===== config.mk =====
export PLATFORM = sky130hd
export DESIGN_NAME = imem_loader
export DESIGN_NICKNAME = d
export VERILOG_FILES = /design/src/rtl/imem_loader.sv
export SDC_FILE = /design/constraint.sdc
export NUM_CORES = 1
export LEC_CHECK = 0
export CAP_MARGIN = 40
export CORE_AREA = 4 4 74 76
export CTS_CLUSTER_SIZE = 14
export DETAILED_ROUTE_END_ITERATION = 10
export DIE_AREA = 0 0 78 80
export HOLD_SLACK_MARGIN = 0.15
export PLACE_DENSITY_LB_ADDON = 0.2
export REMOVE_ABC_BUFFERS = 1
export SLEW_MARGIN = 20
export SYNTH_ARGS = -nofsm -noshare
export SYNTH_HDL_FRONTEND = slang
export SYNTH_SLANG_ARGS = --single-unit

===== constraint.sdc =====
create_clock -name clk -period 2.5 [get_ports clk]
set_input_delay 0.75 -clock clk [delete_from_list [all_inputs] [get_ports clk]]
set_output_delay 0.75 -clock clk [all_outputs]
set_load 0.01 [all_outputs]

===== src/rtl/imem_loader.sv =====
// imem_loader: loads a length-prefixed byte stream into the instruction memory
// and holds the fetch stage in reset until the image is complete.
// Optional trailing checksum byte: define IMEM_LOADER_CHECKSUM_EN.
module imem_loader #(
   parameter int ADDR_W   = 8,
   parameter int DATA_W   = 16,
   parameter bit HI_FIRST = 1'b1
) (
   input  logic              clk,
   input  logic              reset,
   input  logic              start,
   input  logic [7:0]        rxData,
   input  logic              rxValid,
   output logic              rxReady,
   output logic              memWrEn,
   output logic [ADDR_W-1:0] memAddr,
   output logic [DATA_W-1:0] memData,
   output logic              fetchHold,
   output logic              loadDone,
   output logic              loadErr
);

   localparam logic [2:0] S_IDLE = 3'd0;
   localparam logic [2:0] S_LEN  = 3'd1;
   localparam logic [2:0] S_B0   = 3'd2;
   localparam logic [2:0] S_B1   = 3'd3;
   localparam logic [2:0] S_WR   = 3'd4;
   localparam logic [2:0] S_DONE = 3'd6;
`ifdef IMEM_LOADER_CHECKSUM_EN
   localparam logic [2:0] S_CHK  = 3'd5;
`endif

   logic [2:0]        state_q, state_d;
   logic [8:0]        index_q, index_d;
   logic [8:0]        count_q, count_d;
   logic [7:0]        byte0_q, byte0_d;
   logic [ADDR_W-1:0] addr_q, addr_d;
   logic [DATA_W-1:0] data_q, data_d;
   logic              wr_en_q, wr_en_d;
   logic              ready_q, ready_d;
   logic              hold_q, hold_d;
   logic              done_q, done_d;
`ifdef IMEM_LOADER_CHECKSUM_EN
   logic [7:0]        sum_q, sum_d;
   logic              err_q, err_d;
`endif

   logic        accept;
   logic        last_word;
   logic [15:0] word;

   assign accept    = rxValid & ready_q;
   assign last_word = (index_q == count_q - 9'd1);
   assign word      = HI_FIRST ? {byte0_q, rxData} : {rxData, byte0_q};

   // NOTE: every next-state variable gets a default first so no latch is inferred.
   always_comb begin
      state_d = state_q;
      index_d = index_q;
      count_d = count_q;
      byte0_d = byte0_q;
      addr_d  = addr_q;
      data_d  = data_q;
`ifdef IMEM_LOADER_CHECKSUM_EN
      sum_d   = sum_q;
      err_d   = err_q;
`endif
      case (state_q)
         S_IDLE, S_DONE: begin
            if (start) begin
               state_d = S_LEN;
               index_d = 9'd0;
`ifdef IMEM_LOADER_CHECKSUM_EN
               sum_d   = 8'd0;
               err_d   = 1'b0;
`endif
            end
         end
         S_LEN: begin
            if (accept) begin
               // A zero count byte encodes a full 256-word image.
               count_d = (rxData == 8'd0) ? 9'd256 : {1'b0, rxData};
               state_d = S_B0;
            end
         end
         S_B0: begin
            if (accept) begin
               byte0_d = rxData;
`ifdef IMEM_LOADER_CHECKSUM_EN
               sum_d   = sum_q + rxData;
`endif
               state_d = S_B1;
            end
         end
         S_B1: begin
            if (accept) begin
               data_d  = DATA_W'(word);
               addr_d  = index_q[ADDR_W-1:0];
`ifdef IMEM_LOADER_CHECKSUM_EN
               sum_d   = sum_q + rxData;
`endif
               state_d = S_WR;
            end
         end
         S_WR: begin
            if (last_word) begin
`ifdef IMEM_LOADER_CHECKSUM_EN
               state_d = S_CHK;
`else
               state_d = S_DONE;
`endif
            end else begin
               index_d = index_q + 9'd1;
               state_d = S_B0;
            end
         end
`ifdef IMEM_LOADER_CHECKSUM_EN
         S_CHK: begin
            if (accept) begin
               err_d   = (8'(sum_q + rxData) != 8'd0);
               state_d = S_DONE;
            end
         end
`endif
         default: state_d = S_IDLE;
      endcase

      // Outputs are decoded from the next state so they are registered alongside it.
      ready_d = (state_d == S_LEN) || (state_d == S_B0) || (state_d == S_B1);
`ifdef IMEM_LOADER_CHECKSUM_EN
      ready_d = ready_d || (state_d == S_CHK);
`endif
      wr_en_d = (state_d == S_WR);
      hold_d  = (state_d != S_DONE);
      done_d  = (state_d == S_DONE);
   end

   // NOTE: sequential state uses non-blocking assignments only.
   always_ff @(posedge clk) begin
      if (reset) begin
         state_q <= S_IDLE;
         index_q <= 9'd0;
         count_q <= 9'd0;
         byte0_q <= 8'd0;
         addr_q  <= '0;
         data_q  <= '0;
         wr_en_q <= 1'b0;
         ready_q <= 1'b0;
         hold_q  <= 1'b1;
         done_q  <= 1'b0;
      end else begin
         state_q <= state_d;
         index_q <= index_d;
         count_q <= count_d;
         byte0_q <= byte0_d;
         addr_q  <= addr_d;
         data_q  <= data_d;
         wr_en_q <= wr_en_d;
         ready_q <= ready_d;
         hold_q  <= hold_d;
         done_q  <= done_d;
      end
   end

`ifdef IMEM_LOADER_CHECKSUM_EN
   always_ff @(posedge clk) begin
      if (reset) begin
         sum_q <= 8'd0;
         err_q <= 1'b0;
      end else begin
         sum_q <= sum_d;
         err_q <= err_d;
      end
   end
   assign loadErr = err_q;
`else
   assign loadErr = 1'b0;
`endif

   assign rxReady   = ready_q;
   assign memWrEn   = wr_en_q;
   assign memAddr   = addr_q;
   assign memData   = data_q;
   assign fetchHold = hold_q;
   assign loadDone  = done_q;

endmodule


* Word level (Yosys, flattened, before mapping)
Cells that the tools add are included.
** Cells by class
- Add/sub/neg operators :: 2
- Multiply operators :: 0
- Divide/modulo/power cells :: 0
- Order comparisons :: 0
- Eq/ne operators :: 14
- Shift operators :: 0
- Muxes and demuxes :: 10
- Bitwise logic cells :: 1
- Reductions and logical operators :: 10
** Operators with widths (number)
- 2-to-1 mux 9 bit :: 3
- one-hot mux 9 bit (2 select lines) :: 1
- 2-to-1 mux 3 bit :: 5
- one-hot mux 3 bit (5 select lines) :: 1
- == test 3 x 2 -> 1 bit, second input constant :: 4
- == test 3 bit, second input constant :: 4
- adder 9 x 1 -> 9 bit, second input constant :: 1
- == test 9 bit :: 1
- subtractor 9 x 1 -> 9 bit, second input constant :: 1
- logical NOT 8 bit :: 1
- == test 3 x 1 -> 1 bit, second input constant :: 2
- AND reduction 2 bit :: 3
- != test 2 bit, second input constant :: 2
- logical NOT 3 bit :: 1
- != test 3 bit, second input constant :: 1
- AND reduction 3 bit :: 1
- logical OR 1 bit :: 2
- nonzero test 2 bit :: 1
- OR reduction 2 bit :: 1
- AND 1 bit :: 1
** Word-level totals
- Flip-flop bits (word level) :: 57
- Bits in latches :: 0
- Memory bits (writable) :: 0
- ROM bits :: 0
- Bits of input ports :: 12
- Output and inout port bits :: 29
- Logic and storage cells :: 47
- Memories :: 0

* Depth between registers and ports, before layout
Gate-level depths: netlist (run 1).
- Depth after elaboration :: 7
- Mapped depth :: 9

* Least setup slack after synthesis (run 1)
Ideal clock, no wire load.
- Kind :: flip-flop to flip-flop
- Start point :: register count_q[0]
- End point :: register index_q[2]
- Arrival time :: 2107 ps
- Setup slack :: 258 ps
- Cell stages (with the launch flop) :: 8
- Path buffers :: 1
- Cells stage by stage :: dfxtp_1 or4_4 o21a_1 o211a_1 o2111a_1 buf_2 o311ai_0 o41ai_1
** Between the ends
- Longest elaborated chain between the ends :: 4
** Ends and longest elaborated chain
- from (decl) :: RTL line 35 : logic [8:0] count_q, count_d;
- from (signal assigned) :: RTL line 154 : count_q <= count_d;
- subtractor 9 x 1 -> 9 bit :: RTL line 53 : assign last_word = (index_q == count_q - 9'd1);
- == test 9 bit :: RTL line 53
- != test 2 bit (no line)
- AND reduction 3 bit (no line)
- to (signal assigned) :: RTL line 153 : index_q <= index_d;
- to (decl) :: RTL line 34 : logic [8:0] index_q, index_d;
No other way between the ends.
A chain may end at the register's enable or synchronous reset.

* Final worst setup path (run 1)
- Start point :: register count_q[0]
- End point :: register index_q[7]
The elaborated chain is that of the path after synthesis.

==> flow_summary.toml, run 1 <==
[setup_path]
worstPathMaxFanout = 8
critical_path.endpoint = "index_q[7]"
cp-start-kind = "flip-flop"
arrival_ns = 2.65
critPathLaunch = "count_q[0]"
r2r_start = "count_q[0]"
critPathKind = "reg -> reg"
rrSetupSlack_ns = 0.12
crit_required_ns = 2.77
worstSetupEndpointType = "flip-flop"
reg2reg_depth = 6
reg2reg_to = "index_q[7]"

[route]
num_vias = 2333
post_drt_via_cell_ratio = 5.57
detail_route.wl_per_cell_um = 13.6
drtAntennaViolNets = 0
drc = 0
first_pass_iters = 4
wl_mm = 5.70
drtIter0Drc = 201

[floorplanning]
die_area_um2 = 6240
die_h_um = 80
rows = 25
core-area_um2 = 4720
ios = 41
start_util = 0.531
die_width_um = 78

[placement]
dpl_cell_area_um2 = 3000
port_buffers = 39
dpl.hpwl_mm = 3.88
place.gp.congestion = 0.832
dp.cells = 402

[finish]
stdcell_count = 419
area_delta_synth_final_pct = 29.1
multi_input_area_um2 = 1280
seq_area_um2 = 1140
final_util = 0.686
n_fill_cell = 383
final_nets = 361
final_cell_area_um2 = 3240
drive_above_1_share = 0.102
antennaDiodeCount = 0

[flow_run]
maxCapViolations = 0

[timing]
setup_viol = 0
rsz0062_at_grt = "false"
fmax_mhz = 420
finalHoldViolCount = 0
skew_ns = 0.00635
slew_viol_final = 0
period_needed_ns = 2.38
setup-tns-final_ns = 0
period_share = 0.952

[logic_synthesis]
syn_avg_cell_area_um2 = 8.25
synthTopCellsByArea = "dfxtp_1 (46%), nand2_1 (8.2%), a21oi_1 (7.0%)"
synth_top_area_frac = 0.455
synth_enable_flop_cells = 0
synth_area_um2 = 2510
synth_cells = 304
ys_types = 44
yosys_warnings = 0
seq_area_frac_synth = 0.455
synth-seq-cells = 57
synth_ff_type = "dfxtp_1"
yosysTopAreaCell = "dfxtp_1"
async_flop_share = 0

[power]
internal-power_mw = 1.56
combPwrFrac = 0.062
vdd.ir_drop.worst_v = 0.000439
p_sw_mw = 0.443
fin_total_pwr_mw = 2.00
power_leakage_nw = 1.21
powerDensity_nw_per_um2 = 618
switching_share = 0.221
p_seq_frac = 0.461
p_clk_frac = 0.477

[global_routing]
grt_max_degree = 32
grt_pass1_wl_mm = 9.47
antenna_found_initial = 0
grt-ovfl-total = 0
track_usage = 0.194
grt_pass1_vias = 2125

[clock_network]
numCtsBuffers = 9
htree_levels = 3
cts_sinks = 57
path_clk_slew_ns = 0.07
clk-insertion-delay-late_ns = 0.34
clockRootBuffer = "clkbuf_8"
cts_tree = "done"
clockBufferDepth = 2

[hold_path]
hold_class = "reg -> reg"

[status]
outcome = "finished, final reports clean"
worst min-delay path by stage:
| stage | from | end | cells past startpoint |
|---|---|---|---|
| 6_report | byte0_q[7] | memData[15] | 2 |
| 5_1_grt | memAddr[4] | memAddr[4] | 2 |
| 4_1_cts | byte0_q[7] | memData[15] | 2 |
| 3_5_place_dp | byte0_q[7] | memData[15] | 2 |
| 3_3_place_gp | byte0_q[1] | memData[9] | 2 |
| 2_1_floorplan | byte0_q[2] | memData[10] | 2 |
cells in the final DEF, fill, tap and decap left out, types with 4 or more instances in the layout:
cell type,count
nand3_1,6
xnor2_1,8
a21oi_1,34
clkdlybuf4s50_1,39
mux2i_1,14
inv_1,6
nand2_1,55
o31ai_1,4
clkbuf_8,10
dfxtp_1,57
o21ai_0,6
buf_4,13
nor3_1,9
nor4_1,6
a31oi_1,5
o311ai_0,4
nor2_1,27
or4_1,4
metal layers:
metal	global-route usage	up-vias	part of all wire
li1	-	1158	-
met1	0.231	1104	0.44
met2	0.316	63	0.48
met3	0.0508	8	0.060
met4	0.108	0	0.022
met5	0	-	0
state kept, by name, indices dropped and copies added, names as in the netlist:
name / flops
memData: 16
memAddr: 8
index_q: 9
count_q: 9
rxReady: 1
fetchHold: 1
state_q: 3
byte0_q: 8
memWrEn: 1
loadDone: 1
worst max-delay path: stages, from the launching register on:
cell and delay, ns:
dfxtp_1 0.34, or4_4 0.56, o21a_1 0.20, o211a_1 0.23, o2111a_2 0.33, or4_1 0.51, a21oi_2 0.14
power by group through the flow:
| stage | Combinational, mW | Sequential (mW) | Clock, mW |
|---|---|---|---|
| after global placement | 0.120 | 0.941 | 0 |
| after detailed placement | 0.121 | 0.942 | 0 |
| final | 0.123 | 0.922 | 0.955 |
| after floorplan | 0.0520 | 0.945 | 0 |
| after global routing | 0.136 | 0.922 | 1.01 |
| after CTS | 0.121 | 0.922 | 0.978 |
repair_timing:
| action | CTS | global route |
|---|---|---|
| endpoints found under the hold margin | 0 | 0 |
| cloned | 0 | 1 |
| hold buffers | 0 | 0 |
| gates resized for setup | 1 | 2 |
| setup buffers | 0 | 0 |
| setup endpoints to repair | 3 | 6 |
cell families (layout without fill, tap and decap cells):
kind of cell | count (synthesis) | after routing | share of synthesized area
adders and majority gates | 2 | 2 | 0.00998
muxes | 14 | 14 | 0.0559
xor gates and xnor gates | 10 | 10 | 0.0349
other | 1 | 1 | 0.00150
and+or+nand+nor | 127 | 127 | 0.238
DFF | 57 | 57 | 0.455
buffers and inverters | 27 | 74 | 0.0424
AOI/OAI and AO/OA | 66 | 67 | 0.162
synthesized netlist by cell type (2+ instances only):
cell type	count
a31oi_1	5
ha_1	2
o311ai_0	4
clkbuf_1	18
xnor2_1	8
mux2i_1	14
o21ai_0	6
o41ai_1	3
a21oi_1	35
nand2_1	55
nor4_1	6
and3_1	2
nor2_1	27
nand4_1	2
nand3_1	6
nor3_1	9
o31ai_1	4
nor2b_1	3
dfxtp_1	57
or3_1	2
nand2b_1	3
inv_1	6
xor2_1	2
or4_1	4
o21a_1	2
per-stage QoR:
step	hold slack, ns	setup slack (ns)
finish	0.448	0.119
global route	0.478	0.0169
CTS	0.454	0.0632
detailed placement	0.443	0.00778
global placement	0.438	0.103
floorplan	0.425	0.206
layout make-up:
class                           count  share of cell area
Clock buffer                       11              0.0437
Clock inverter                      5              0.0243
Inverter                            6             0.00696
Timing Repair Buffer               52               0.151
Tap cell                           67              0.0259
Multi-Input combinational cell    221               0.396
Sequential cell                    57               0.352
(Power assumes the default switching activity.)
==> run 2: changes to the inputs <==
--- a/config.mk
+++ b/config.mk
@@ -5,7 +5,6 @@
 export SDC_FILE = /design/constraint.sdc
 export NUM_CORES = 1
 export LEC_CHECK = 0
-export CAP_MARGIN = 40
 export CORE_AREA = 4 4 74 76
 export CTS_CLUSTER_SIZE = 14
 export DETAILED_ROUTE_END_ITERATION = 10
==> results of run 2 <==
Final layout, timing and power as in run 1 (identical DEF).
